### src/rtl/router_reg_if.sv
// router_reg_if: byte-stream and FSM-strobe bundle between router_fsm, the
// input port and router_reg. Rev 1.0.
`default_nettype none

interface router_reg_if #(
  parameter int WIDTH = 8
);
  logic             pkt_valid;
  logic [WIDTH-1:0] data_in;
  logic             fifo_full;
  logic             rst_int_reg;
  logic             detect_add;
  logic             lfd_state;
  logic             ld_state;
  logic             laf_state;
  logic             full_state;
  logic             parity_done;
  logic             low_pkt_valid;
  logic             err;
  logic [WIDTH-1:0] dout;

  modport master (
    output pkt_valid, data_in, fifo_full, rst_int_reg,
    output detect_add, lfd_state, ld_state, laf_state, full_state,
    input  parity_done, low_pkt_valid, err, dout
  );

  modport slave (
    input  pkt_valid, data_in, fifo_full, rst_int_reg,
    input  detect_add, lfd_state, ld_state, laf_state, full_state,
    output parity_done, low_pkt_valid, err, dout
  );
endinterface

`default_nettype wire

### src/rtl/router_reg.sv
// router_reg: 1x3 router datapath stage - header/payload/parity capture,
// running parity and packet error flag. Rev 1.0.
`default_nettype none

module router_reg #(
  parameter int         WIDTH        = 8,
  parameter logic [1:0] INVALID_ADDR = 2'b11
) (
  input  logic        clock,
  input  logic        reset,
  router_reg_if.slave bus
);

  logic [WIDTH-1:0] hdr;
  logic [WIDTH-1:0] hold;
  logic [WIDTH-1:0] int_par;
  logic [WIDTH-1:0] pkt_par;
  logic [WIDTH-1:0] dout_reg;
  logic             parity_done_reg;
  logic             parity_done_prev;
  logic             low_pkt_valid_reg;
  logic             err_reg;

  logic             payload_take;
  logic             payload_park;
  logic             parity_byte;
  logic             parity_set;

  assign payload_take = bus.ld_state && bus.pkt_valid && !bus.fifo_full;
  assign payload_park = bus.ld_state && bus.pkt_valid && bus.fifo_full;
  assign parity_byte  = bus.ld_state && !bus.pkt_valid;
  // Parity completes directly in LOAD_DATA, or later in LOAD_AFTER_FULL when
  // the parity byte arrived while the FIFO was full.
  assign parity_set   = (parity_byte && !bus.fifo_full) ||
                        (bus.laf_state && low_pkt_valid_reg && !parity_done_reg);

  always_ff @(posedge clock or negedge reset) begin
    if (!reset) begin
      hdr               <= '0;
      hold              <= '0;
      int_par           <= '0;
      pkt_par           <= '0;
      dout_reg          <= '0;
      parity_done_reg   <= 1'b0;
      parity_done_prev  <= 1'b0;
      low_pkt_valid_reg <= 1'b0;
      err_reg           <= 1'b0;
    end else begin
      if (bus.detect_add && bus.pkt_valid && (bus.data_in[1:0] != INVALID_ADDR))
        hdr <= bus.data_in;

      if (bus.lfd_state)
        dout_reg <= hdr;
      else if (payload_take)
        dout_reg <= bus.data_in;
      else if (bus.laf_state)
        dout_reg <= hold;

      if (payload_park)
        hold <= bus.data_in;

      // A parked byte is folded into parity when parked, not when replayed.
      if (bus.detect_add)
        int_par <= '0;
      else if (bus.lfd_state)
        int_par <= int_par ^ hdr;
      else if (bus.ld_state && bus.pkt_valid && !bus.full_state)
        int_par <= int_par ^ bus.data_in;

      if (parity_byte)
        pkt_par <= bus.data_in;

      if (bus.rst_int_reg)
        low_pkt_valid_reg <= 1'b0;
      else if (parity_byte)
        low_pkt_valid_reg <= 1'b1;

      if (bus.detect_add)
        parity_done_reg <= 1'b0;
      else if (parity_set)
        parity_done_reg <= 1'b1;

      parity_done_prev <= parity_done_reg;

      // Compare one cycle after parity_done rises so pkt_par is settled.
      if (bus.detect_add)
        err_reg <= 1'b0;
      else if (parity_done_reg && !parity_done_prev)
        err_reg <= (int_par != pkt_par);
    end
  end

  assign bus.dout          = dout_reg;
  assign bus.parity_done   = parity_done_reg;
  assign bus.low_pkt_valid = low_pkt_valid_reg;
  assign bus.err           = err_reg;

endmodule

`default_nettype wire

### src/flat_wrapper.sv
// flat-port wrapper written by rule: the top's interface ports become plain ports
module router_reg_flat 
#(
  parameter int         WIDTH        = 8,
  parameter logic [1:0] INVALID_ADDR = 2'b11
)
  (clock, reset, bus_pkt_valid, bus_data_in, bus_fifo_full, bus_rst_int_reg, bus_detect_add, bus_lfd_state, bus_ld_state, bus_laf_state, bus_full_state, bus_parity_done, bus_low_pkt_valid, bus_err, bus_dout);
  router_reg_if #(.WIDTH(WIDTH)) bus_i ();
  input  logic clock;
  input  logic reset;
  input wire logic [$bits(bus_i.pkt_valid)-1:0] bus_pkt_valid;
  input wire logic [$bits(bus_i.data_in)-1:0] bus_data_in;
  input wire logic [$bits(bus_i.fifo_full)-1:0] bus_fifo_full;
  input wire logic [$bits(bus_i.rst_int_reg)-1:0] bus_rst_int_reg;
  input wire logic [$bits(bus_i.detect_add)-1:0] bus_detect_add;
  input wire logic [$bits(bus_i.lfd_state)-1:0] bus_lfd_state;
  input wire logic [$bits(bus_i.ld_state)-1:0] bus_ld_state;
  input wire logic [$bits(bus_i.laf_state)-1:0] bus_laf_state;
  input wire logic [$bits(bus_i.full_state)-1:0] bus_full_state;
  output wire logic [$bits(bus_i.parity_done)-1:0] bus_parity_done;
  output wire logic [$bits(bus_i.low_pkt_valid)-1:0] bus_low_pkt_valid;
  output wire logic [$bits(bus_i.err)-1:0] bus_err;
  output wire logic [$bits(bus_i.dout)-1:0] bus_dout;
  assign bus_i.pkt_valid = bus_pkt_valid;
  assign bus_i.data_in = bus_data_in;
  assign bus_i.fifo_full = bus_fifo_full;
  assign bus_i.rst_int_reg = bus_rst_int_reg;
  assign bus_i.detect_add = bus_detect_add;
  assign bus_i.lfd_state = bus_lfd_state;
  assign bus_i.ld_state = bus_ld_state;
  assign bus_i.laf_state = bus_laf_state;
  assign bus_i.full_state = bus_full_state;
  assign bus_parity_done = bus_i.parity_done;
  assign bus_low_pkt_valid = bus_i.low_pkt_valid;
  assign bus_err = bus_i.err;
  assign bus_dout = bus_i.dout;
  router_reg #(.WIDTH(WIDTH), .INVALID_ADDR(INVALID_ADDR)) u_core (.clock(clock), .reset(reset), .bus(bus_i));
endmodule
### config.mk
export PLATFORM = sky130hd
export DESIGN_NAME = router_reg_flat
export DESIGN_NICKNAME = d
export VERILOG_FILES = /design/src/rtl/router_reg_if.sv /design/src/rtl/router_reg.sv /design/src/flat_wrapper.sv
export SDC_FILE = /design/constraint.sdc
export NUM_CORES = 1
export LEC_CHECK = 0
export BUFFER_PORTS_ARGS = -buffer_cell sky130_fd_sc_hd__buf_2
export CORE_MARGIN = 2
export CORE_UTILIZATION = 55
export DETAILED_ROUTE_END_ITERATION = 7
export PLACE_DENSITY_LB_ADDON = 0.15
export SYNTH_ARGS = -nofsm -noshare
export SYNTH_HDL_FRONTEND = slang
export SYNTH_SLANG_ARGS = --single-unit
### constraint.sdc
create_clock -name clock -period 1.1 [get_ports clock]
set_input_delay 0.165 -clock clock [delete_from_list [all_inputs] [get_ports clock]]
set_output_delay 0.165 -clock clock [all_outputs]
set_load 0.02 [all_outputs]
* Word level (Yosys, flattened, before mapping) *
Cells that the tools add are included.

word-level totals
  register bits = 44
  output and inout port bits = 11
  logic and storage cells = 47

operators by class
  eq/ne operators = 2
  multiplexer cells = 12
  bitwise gates (word level) = 2
  reduce and logical (&&, ||, !) cells = 22

operator list
  cell                count
  $mux 8              6
  $xor 8x8->8         2
  $logic_and 1x1->1   11
  $ne 8x8->1          1
  $mux 1              6
  $reduce_bool 2->1   3
  $reduce_bool 3->1   2
  $logic_not 1->1     5
  $ne 2x2->1 const B  1
  $logic_or 1x1->1    1

* Logic depth before layout (Yosys ltp) *
  depth in word-level cells = 6
  mapped depth = 5

* Worst setup path before layout *
Ideal clock, no wire load.

  path kind = reg-to-reg
  from = register u_core.int_par[2]
  to = register u_core.err_reg, in the netlist u_core.bus.err
  setup time = 0.131 ns
  arrival time = 0.881 ns
  data required time = 0.969 ns
  path slack = 0.088 ns
  cell stages (with the launch flop) = 4
  buffers on the path = 0
  clock period less this slack = 1.012 ns
  cell sequence = dfrtp_1 xor2_1 nor4_1 a31oi_1

on the way
  cells in the longest elaborated chain, start to end = 3

RTL lines
  what                      RTL line          source
  start: declaration        router_reg.sv:16  logic [WIDTH-1:0] int_par;
  start signal: assignment  router_reg.sv:66  int_par <= int_par ^ hdr;
  start signal: assignment  router_reg.sv:68  int_par <= int_par ^ bus.data_in;
  $ne 8x8->1                router_reg.sv:89  err_reg <= (int_par != pkt_par);
  $mux 1                    router_reg.sv:88  else if (parity_done_reg && !parity_done_prev)
  $mux 1                    router_reg.sv:86  if (bus.detect_add)
  end signal: assignment    router_reg.sv:89
  end: declaration          router_reg.sv:22  logic err_reg;

Every way passes these cells. The select of a mux whose other input is x is not followed.
A chain may end at the register's enable or synchronous reset.

* Worst setup path after layout *
  from = register u_core.pkt_par[7]
  to = register u_core.err_reg, in the netlist u_core.bus.err

on the way
  cells in the longest elaborated chain, start to end = 3

RTL lines
  what                      RTL line          source
  start: declaration        router_reg.sv:17  logic [WIDTH-1:0] pkt_par;
  start signal: assignment  router_reg.sv:71  pkt_par <= bus.data_in;
  $ne 8x8->1                router_reg.sv:89
  $mux 1                    router_reg.sv:88
  $mux 1                    router_reg.sv:86

Every way passes these cells. The select of a mux whose other input is x is not followed.

==> impl_metrics.xml <==
<?xml version="1.0" encoding="UTF-8"?>
<metrics>
  <group name="power_and_ir_drop">
    <metric name="flop_pwr_share" unit="%">54.9</metric>
    <metric name="clkPwrFrac" unit="%">19.6</metric>
    <metric name="power.net_switching" unit="uW">1080</metric>
    <metric name="share_comb_of_total_power" unit="%">25.6</metric>
    <metric name="power.total" unit="uW">3710</metric>
    <metric name="ir_worst_vdd" unit="mV">1.10</metric>
    <metric name="p_leak" unit="uW">0.00116</metric>
    <metric name="p_sw_share" unit="%">29.1</metric>
    <metric name="p_int" unit="uW">2630</metric>
    <metric name="total_power_density_per_cell_area" unit="nW/um^2">1500</metric>
  </group>
  <group name="clocking">
    <metric name="cts.sink_count" unit="">44</metric>
    <metric name="cts_tree" unit="">done</metric>
    <metric name="clock_network_latency_to_the_later_pin_of_the_worst_skew_pair" unit="ns">0.35</metric>
    <metric name="clockBufferDepth" unit="">2</metric>
    <metric name="clk_transition_reported_paths" unit="ns">0.12</metric>
    <metric name="cts_made_buffers" unit="">5</metric>
    <metric name="clock_tree.htree_level_count" unit="">2</metric>
    <metric name="buffer_cell_driving_the_clock_tree_root" unit="">clkbuf_4</metric>
  </group>
  <group name="timing">
    <metric name="final_hold_viol_count" unit="">0</metric>
    <metric name="worst_slew_pin_slew" unit="ns">0.254</metric>
    <metric name="layout_worst_path_cycle_share" unit="%">98.9</metric>
    <metric name="relSlewSlack" unit="%">83.0</metric>
    <metric name="achievable-frequency" unit="MHz">919</metric>
    <metric name="timing.final.setup_violations" unit="">0</metric>
    <metric name="rsz0062_at_grt" unit="">true</metric>
    <metric name="min_period" unit="ns">1.09</metric>
    <metric name="fin_tns_setup" unit="ns">0</metric>
    <metric name="worst_slack" unit="ns">0.0116</metric>
    <metric name="maxSlewViolCount" unit="">0</metric>
    <metric name="clock-skew-final" unit="ns">0.00607</metric>
  </group>
  <group name="critical_path">
    <metric name="setup.reg_to_reg.worst_slack" unit="ns">0.01</metric>
    <metric name="cpPeakStageDelay" unit="ns">0.41</metric>
    <metric name="cp-start-kind" unit="">flop</metric>
    <metric name="critical_path.reg2reg.startpoint" unit="">u_core.pkt_par[7]</metric>
    <metric name="crit_path_arrival_time" unit="ns">1.33</metric>
    <metric name="worst_r2r_path_depth" unit="">4</metric>
    <metric name="path_cells" unit="">xnor2_1 -&gt; nand4_1 -&gt; nor4_2 -&gt; a31oi_1</metric>
    <metric name="worst_r2r_endpoint" unit="">u_core.bus.err</metric>
    <metric name="critical_path_class" unit="">flop to flop</metric>
    <metric name="critical_path.top_delay_family" unit="">flip-flops</metric>
    <metric name="critPathCaptureType" unit="">flop</metric>
    <metric name="timing.critical_path.slowest_stage_cell" unit="">dfrtp_1</metric>
    <metric name="worst-endpoint-required" unit="ns">1.34</metric>
    <metric name="critical_path.max_fanout" unit="">2</metric>
    <metric name="buffering_stage_count_on_the_worst_path_with_inverters_included" unit="">0</metric>
  </group>
  <group name="synthesis">
    <metric name="synth_compound_area_share" unit="%">11.1</metric>
    <metric name="synthFlopType" unit="">dfrtp_1</metric>
    <metric name="synth.ff_latch_count" unit="">44</metric>
    <metric name="largest_family_of_logic_cells_by_synthesized_area" unit="">multiplexers</metric>
    <metric name="synthDistinctLibCells" unit="">26</metric>
    <metric name="synth.most_common_cell" unit="">dfrtp_1</metric>
    <metric name="synth.yosys.seq_area_share" unit="%">56.9</metric>
    <metric name="number_of_flops_mapped_to_enable_cells_by_yosys" unit="">0</metric>
    <metric name="syn-mean-instance-area" unit="um^2">12.0</metric>
    <metric name="synth_common_cells" unit="">44 x dfrtp_1, 26 x nor2_1, 22 x mux2_2</metric>
    <metric name="synthCells" unit="">161</metric>
    <metric name="post_synth_fa_ha_maj_area_fraction" unit="%">0</metric>
    <metric name="netlist_area" unit="um^2">1940</metric>
    <metric name="synth_top_area_share" unit="%">56.9</metric>
    <metric name="yosys-mux-area-fraction" unit="%">12.8</metric>
    <metric name="synth_area_leaders" unit="">dfrtp_1 57%, mux2_2 13%, nor2_1 5.0%</metric>
    <metric name="synth_xor_area_share" unit="%">7.24</metric>
    <metric name="post_synth_and_or_nand_nor_area_fraction" unit="%">10.8</metric>
    <metric name="mappedNetlistNets" unit="">179</metric>
    <metric name="ys_warn_count" unit="">0</metric>
    <metric name="yosys.area.top_type" unit="">dfrtp_1</metric>
    <metric name="ys_async_sr_fraction" unit="%">100</metric>
  </group>
  <group name="floorplan">
    <metric name="die_w" unit="um">63.3</metric>
    <metric name="std_cell_rows" unit="">21</metric>
    <metric name="start_util" unit="%">57.6</metric>
    <metric name="die_height" unit="um">63.3</metric>
    <metric name="placeableCoreArea" unit="um^2">3360</metric>
    <metric name="fp.dieArea" unit="um^2">4010</metric>
    <metric name="pin_count" unit="">29</metric>
  </group>
  <group name="global_route">
    <metric name="grt_pass1_wl" unit="um">6920</metric>
    <metric name="grt_antenna_before_repair" unit="">0</metric>
    <metric name="first_global_vias" unit="">1474</metric>
    <metric name="grt_start_max_net_pins" unit="">45</metric>
    <metric name="grt.overflow.total" unit="">0</metric>
    <metric name="grt_util_all_layers" unit="%">23.0</metric>
  </group>
  <group name="place">
    <metric name="dp_hpwl" unit="um">2950</metric>
    <metric name="gpl.final_weighted_congestion" unit="">0.815</metric>
    <metric name="setup_slack_after_placement" unit="ns">-0.0907</metric>
    <metric name="placedCellCount" unit="">246</metric>
    <metric name="placement.io_buffers" unit="">28</metric>
  </group>
  <group name="cells_and_area">
    <metric name="fillers" unit="">244</metric>
    <metric name="final_core_utilization" unit="%">73.4</metric>
    <metric name="fin_nets" unit="">235</metric>
    <metric name="share_of_layout_cells_above_drive_strength_1" unit="%">39.6</metric>
    <metric name="seqCellArea" unit="um^2">1100</metric>
    <metric name="synthToLayoutAreaGrowth" unit="%">27.5</metric>
    <metric name="n_antenna_cell" unit="">0</metric>
    <metric name="non_filler_cells_final" unit="">263</metric>
    <metric name="multi_input_area" unit="um^2">821</metric>
  </group>
  <group name="route">
    <metric name="drtPass1Iterations" unit="">4</metric>
    <metric name="drt_wl_total" unit="um">4130</metric>
    <metric name="detail_route.iter0.violations" unit="">48</metric>
    <metric name="vias_per_instance" unit="">5.49</metric>
    <metric name="drt-wirelength-per-cell" unit="um">15.7</metric>
    <metric name="detail-route-antenna-nets" unit="">0</metric>
    <metric name="routed-via-count" unit="">1445</metric>
    <metric name="drc" unit="">0</metric>
  </group>
  <group name="min_path">
    <metric name="worstHoldStart" unit="">bus_data_in[3]</metric>
    <metric name="hold_end" unit="">u_core.hold[3]</metric>
    <metric name="hold_class" unit="">input pin to flop</metric>
    <metric name="min_delay_path_depth" unit="">2</metric>
  </group>
  <group name="run">
    <metric name="cap_violations" unit="">0</metric>
  </group>
  <group name="outcome">
    <metric name="run_status" unit="">complete, no violations</metric>
  </group>
</metrics>
==> placed cells by master, fill, tap and decap left out <==
cell type / count
clkinvlp_4: 1
a21boi_2: 1
o21ai_0: 1
nand3b_2: 1
and4bb_4: 1
o21bai_1: 1
nand2b_1: 1
buf_2: 17
a21boi_1: 7
buf_12: 3
nor4_2: 1
mux2_2: 22
inv_1: 2
nand3_2: 1
nand2_4: 1
nand4_1: 1
dfrtp_1: 44
a31oi_1: 2
xnor2_1: 5
a211oi_1: 1
o221ai_1: 7
nor2b_1: 1
buf_6: 11
buf_4: 19
a21o_4: 1
dlygate4sd3_1: 2
nor2_1: 26
clkbuf_4: 5
a21oi_1: 9
clkinv_2: 1
nand2_1: 10
xor2_1: 11
==> area by class of cell <==
class,count,area share [%]
Tap cell,46,2.33
Clock inverter,2,0.507
Multi-Input combinational cell,112,33.2
Timing Repair Buffer,52,17.5
Clock buffer,5,1.52
Inverter,2,0.304
Sequential cell,44,44.6
==> routing by layer <==
metal / part of all wire [%] / global-route usage, % / routed length (um)
met5: 0 / 0 / 0
met4: 0.95 / 5.16 / 39
met3: 4.1 / 6.96 / 168
met2: 50 / 37.0 / 2070
met1: 45 / 30.8 / 1850
==> cell families after synthesis <==
family | after synthesis
DFF | 44
and+or+nand+nor | 44
AOI/OAI and AO/OA | 30
muxes | 22
xor gates and xnor gates | 16
buffers and inverters | 5
==> per-stage QoR <==
step / hold slack (ns) / cell area [um^2]
after floorplan: -0.131 / 1940
after global placement: 0.154 / 2260
after detailed placement: 0.157 / 2260
after CTS: 0.101 / 2350
after global routing: 0.0871 / 2470
final: 0.112 / 2470
==> what timing repair did <==
action                                 4_1_cts  5_1_grt
resized for setup                            6       26
setup endpoints to repair                    6       19
buffers inserted                             1        7
pin swaps                                    0        0
hold buffers                                 2        0
cloned                                       0        0
endpoints found under the hold margin       45        0
==> how the worst max path moves through the flow <==
stage	slack, ns	end	depth (start not counted)	start
after global placement	-0.05	u_core.bus.dout[0]	5	bus_fifo_full
after floorplan	0.09	u_core.bus.err	3	u_core.int_par[2]
after global routing	-0.17	u_core.bus.err	4	u_core.int_par[1]
after detailed placement	-0.09	u_core.int_par[7]	5	bus_ld_state
after CTS	-0.04	u_core.bus.err	4	u_core.pkt_par[7]
final	0.01	u_core.bus.err	4	u_core.pkt_par[7]
==> power by group through the flow <==
stage	Clock [uW]	Sequential (uW)	Combinational (uW)
floorplan	0	2090	427
global placement	0	2040	786
detailed placement	0	2060	812
CTS	747	2020	838
global route	850	2060	1040
finish	726	2040	949
No activity file was read; power rests on OpenSTA's default activity.
